$ cat config.mk
export PLATFORM = sky130hd
export DESIGN_NAME = ones_count_sequencer
export DESIGN_NICKNAME = d
export VERILOG_FILES = /design/src/rtl/ones_count_sequencer.sv
export SDC_FILE = /design/constraint.sdc
export NUM_CORES = 1
export LEC_CHECK = 0
export CAP_MARGIN = 25
export CORE_MARGIN = 5
export CORE_UTILIZATION = 28
export DETAILED_ROUTE_END_ITERATION = 12
export SLEW_MARGIN = 0
export SYNTH_ARGS = -nofsm -noshare
export SYNTH_HDL_FRONTEND = slang
export SYNTH_SLANG_ARGS = --single-unit
$ cat constraint.sdc
create_clock -name clk -period 2.8 [get_ports clk]
set_input_delay 0.56 -clock clk [delete_from_list [all_inputs] [get_ports clk]]
set_output_delay 0.56 -clock clk [all_outputs]
set_load 0.03 [all_outputs]
$ cat src/rtl/ones_count_sequencer.sv
// Purpose: serial-to-parallel front end and result capture for the 127-input ones counter.
// Latency: the count is valid WIDTH+SETTLE edges after the start edge when ser_valid stays high.
// Backpressure: ser_valid=0 stalls the frame; the result is held with valid=1 until ack.
//
// Ports:
//   clk, rst        single clock, synchronous active-high reset
//   start           begins a frame (sampled in IDLE only)
//   ser_in          serial data bit
//   ser_valid       ser_in is accepted while shifting
//   word            registered bus to the counter input; first bit lands in the MSB
//   cnt_in          counter output, sampled after the settle window
//   count, err      captured count and popcount cross-check result
//   valid, ack      result handshake
//   busy            high whenever the sequencer is not idle
module ones_count_sequencer #(
    parameter int WIDTH  = 127,
    parameter int CNTW   = $clog2(WIDTH + 1),
    parameter int SETTLE = 24
) (
    input  logic             clk,
    input  logic             rst,
    input  logic             start,
    input  logic             ser_in,
    input  logic             ser_valid,
    output logic [WIDTH-1:0] word,
    input  logic [CNTW-1:0]  cnt_in,
    output logic [CNTW-1:0]  count,
    output logic             valid,
    input  logic             ack,
    output logic             busy,
    output logic             err
);

    // Settle counter holds SETTLE-1; keep at least one bit so SETTLE=1 still elaborates.
    localparam int SW = (SETTLE > 1) ? $clog2(SETTLE) : 1;
    localparam int IW = 7;

    localparam logic [IW-1:0] LAST_IDX    = IW'(WIDTH - 1);
    localparam logic [SW-1:0] SETTLE_LOAD = SW'(SETTLE - 1);

    typedef enum logic [1:0] {
        S_IDLE   = 2'd0,
        S_SHIFT  = 2'd1,
        S_SETTLE = 2'd2,
        S_HOLD   = 2'd3
    } state_t;

    state_t          state;
    logic [IW-1:0]   bit_idx;
    logic [CNTW-1:0] ref_cnt;
    logic [SW-1:0]   settle_cnt;

    always_ff @(posedge clk) begin
        if (rst) begin
            state      <= S_IDLE;
            word       <= '0;
            count      <= '0;
            ref_cnt    <= '0;
            bit_idx    <= '0;
            settle_cnt <= '0;
            valid      <= 1'b0;
            err        <= 1'b0;
            busy       <= 1'b0;
        end else begin
            case (state)
                S_IDLE: begin
                    // word keeps the previous frame until a new one starts
                    if (start) begin
                        bit_idx <= '0;
                        ref_cnt <= '0;
                        word    <= '0;
                        busy    <= 1'b1;
                        state   <= S_SHIFT;
                    end
                end

                S_SHIFT: begin
                    if (ser_valid) begin
                        // Left shift: the earliest bit migrates up to the MSB.
                        word    <= {word[WIDTH-2:0], ser_in};
                        ref_cnt <= ref_cnt + CNTW'(ser_in);
                        bit_idx <= bit_idx + 1'b1;
                        if (bit_idx == LAST_IDX) begin
                            settle_cnt <= SETTLE_LOAD;
                            state      <= S_SETTLE;
                        end
                    end
                end

                S_SETTLE: begin
                    // word is frozen here, giving the combinational counter
                    // SETTLE full cycles to resolve before cnt_in is sampled.
                    if (settle_cnt == '0) begin
                        count <= cnt_in;
                        err   <= (cnt_in != ref_cnt);
                        valid <= 1'b1;
                        state <= S_HOLD;
                    end else begin
                        settle_cnt <= settle_cnt - 1'b1;
                    end
                end

                S_HOLD: begin
                    if (ack) begin
                        valid <= 1'b0;
                        busy  <= 1'b0;
                        state <= S_IDLE;
                    end
                end

                default: begin
                    valid <= 1'b0;
                    busy  <= 1'b0;
                    state <= S_IDLE;
                end
            endcase
        end
    end

endmodule

==> impl_results.md <==
- Avg WL per Cell: 14.2 um
- Setup_tns: 0 ns
- Fill cells: 2156
- Setup skew after layout: 0.00937 ns
- Fin crit share: 79.6%
- Clk sink count: 158
- Biggest cell delay along the critical path: 0.53 ns
- Via count: 5354
- Most frequent cell after synthesis: nand2_1
- Crit path max fanout: 67
- Ports: 150
- Cell types occupying the most area after synthesis: dfxtp_1 (53%), nand2_1 (14%), a21oi_1 (12%)
- Post-synthesis area per instance: 8.04 um2
- # diodes: 0
- Post-Syn Nets: 769
- CP Capture Type: flop
- Port Buffers: 149
- CTS max path bufs: 2
- CP cell instances: inv_1 > ha_1 > mux2i_1 > nor2_4 > buf_12 > nand3_1 > a21oi_1
- Die W: 156 um
- WL final: 16400 um
- Pre-CTS setup slack: 0.216 ns
- Post-synth cell types: 36
- Hold Crit Class: reg -> reg
- Max Clock Freq: 449 MHz
- Site row count: 53
- # DRC: 0
- Total gr overflow: 0
- Nets: 894
- Setup ws final: 0.572 ns
- Seq/Total Area, Yosys: 52.6%
- Final Max Slew Viols: 0
- Simple-Gate Fraction of Synth Area: 24.0%
- Setup Buffers After CTS: 0
- Period minus WS final: 2.23 ns
- Final HPWL DP: 10500 um
- Fin area: 8410 um2
- Post-synthesis compound-gate area fraction: 13.6%
- Largest net degree at the start of global routing: 68
- Area leader, netlist: dfxtp_1
- RSZ-0062 raised after global routing: no
- Antenna Nets Post-Route: 0
- Buf/Inv on CP: 2
- Final setup fails: 0
- Main synth FF type: dfxtp_1
- Multi-input logic area: 2600 um2
- CP Data Required Time: 3.15 ns
- Area grow syn2layout: 39.9%
- Flops & latches, synth: 158
- Synth top area share: 52.6%
- Most frequent cells after synthesis: nand2_1 (218), dfxtp_1 (158), a21oi_1 (145), nand3_1 (73), clkbuf_1 (30)
- Mux share of post-synthesis cell area: 0.708%
- GRT Total Usage: 13.3%
- Share of cells above drive strength 1: 5.99%
- Worst ir drop on vdd: 791 uV
- Count of flip-flops with a built-in enable after synthesis: 0
- XOR/XNOR share of the synthesized area: 2.62%
- Critical path class: reg -> reg
- Worst-path clk slew: 0.06 ns
- Maxcap violations: 0
- PwrDens: 835 nW/um2
- Critical Path Source Type: flop
- Asr flop ratio synth: 0%
- Post-CTS sizing: 0
- Max-slew headroom: 59.4%
- CTS Hold Buffers Added: 0
- GPL Wtd Cong: 0.747
- Final Hold Vio Count: 0
- Vias in the first global route: 5010
- CP arrival: 2.57 ns
- H-tree depth: 4
- Syn Std Cell Area: 6010 um2
- Largest delay contributor family on the critical path: simple AND/OR/NAND/NOR gates
- Status: finished, final reports clean
- Leakage power: 2.68 nW
- First-pass GRT wire length: 26600 um
- Design Power: 7.02 mW
- R2R setup slack: 0.57 ns
- Worst skew pair latency: 0.42 ns
- Synth Area in Adders: 1.87%
- TritonCTS clock tree: done
- Yosys synthesis warning count: 0
- Critical-path top delay cell: nor2_4
- Seq. cell area: 3160 um2
- Main combinational cell family by area after synthesis: simple AND/OR/NAND/NOR gates
- Worst Tran Pin Value: 0.592 ns
- Root buf cell: clkbuf_16
- Core Area: 21100 um2
- DP Area: 7770 um2
- Initial antenna violation count: 0
- Drt initial violations: 239
- Vias per inst: 4.62
- Pre-antenna DRT Iters: 4
- Die ar.: 24500 um2
- Cts bufs inserted: 17
- Syn Inst Count: 747
- Die H: 156 um
- Starting density of the core: 28.5%
==> final timing paths <==
kind / startpoint / to / depth (start not counted)
hold / removal: count[4]$_SDFFE_PP0P_ / count[4]$_SDFFE_PP0P_ / 2
hold reg to reg: count[4]$_SDFFE_PP0P_ / count[4]$_SDFFE_PP0P_ / 2
setup reg to reg: state[0]$_SDFFE_PP0P_ / word[109]$_SDFFE_PP0P_ / 7
setup / recovery: state[0]$_SDFFE_PP0P_ / word[109]$_SDFFE_PP0P_ / 7
==> cell families (layout without fill, tap and decap cells) <==
family | count (synthesis) | in the layout
mux | 4 | 4
buf+inv | 62 | 200
compound gates | 158 | 158
simple gates | 338 | 338
fa+ha+maj | 9 | 9
flops | 158 | 158
xor+xnor | 18 | 18
==> layer usage <==
metal	vias to the layer above	share of wire (%)	track usage, %	routed length (um)
met5	-	0	0	0
met4	0	0.58	2.73	96
met3	5	8.8	6.31	1450
met2	113	43	19.6	7030
met1	2485	48	17.8	7860
li1	2751	-	-	-
==> placed cells by master, fill, tap and decap left out, types with 3 or more instances in the layout <==
| master | netlist | routed |
|---|---|---|
| a21oi_1 | 145 | 145 |
| buf_12 | 0 | 5 |
| buf_4 | 4 | 8 |
| bufinv_16 | 0 | 4 |
| clkbuf_16 | 0 | 17 |
| clkdlybuf4s50_1 | 0 | 148 |
| dfxtp_1 | 158 | 158 |
| ha_1 | 9 | 8 |
| inv_1 | 6 | 6 |
| inv_6 | 0 | 6 |
| nand2_1 | 218 | 217 |
| nand2b_1 | 4 | 4 |
| nand3_1 | 73 | 73 |
| nand4_1 | 5 | 5 |
| nor2_1 | 17 | 17 |
| nor3_1 | 7 | 7 |
| nor4_1 | 3 | 3 |
| o21ai_0 | 4 | 4 |
| xnor2_1 | 9 | 9 |
| xor2_1 | 9 | 9 |
==> layout make-up <==
| cell class | count | share of cell area [%] |
|---|---|---|
| multi-input cells | 527 | 30.9 |
| clock buffers | 17 | 5.06 |
| repair buffers | 162 | 19.6 |
| flip-flops and latches | 158 | 37.6 |
| inverters | 6 | 0.268 |
| clock inverters | 15 | 2.46 |
| well taps | 275 | 4.09 |
==> power breakdown <==
part           internal (mW)  switching (mW)  leakage, nW
clock                   1.51           0.985        0.305
combinational          0.537            1.61         1.10
sequential              2.32          0.0584         1.27
==> per-stage QoR <==
step	hold WS (ns)	util, %	instances
floorplan	0.461	-	747
global placement	0.444	36.9	1128
detailed placement	0.450	36.9	1128
CTS	0.459	39.9	1160
global route	0.485	39.9	1160
finish	0.457	39.9	1160
==> state kept, by name, indices dropped and copies added (netlist names) <==
name        count
err             1
word          127
ref_cnt         7
count           7
settle_cnt      5
valid           1
bit_idx         7
busy            1
state           2
==> worst register-to-register path: cells and delay by family, from the launching register on <==
family	cells	cell delay (ns)
flops	1	0.34
compound gates	1	0.16
mux	1	0.25
buf+inv	2	0.44
simple gates	2	0.67
fa+ha+maj	1	0.30
Note: power is estimated with default switching activity, not from simulation.
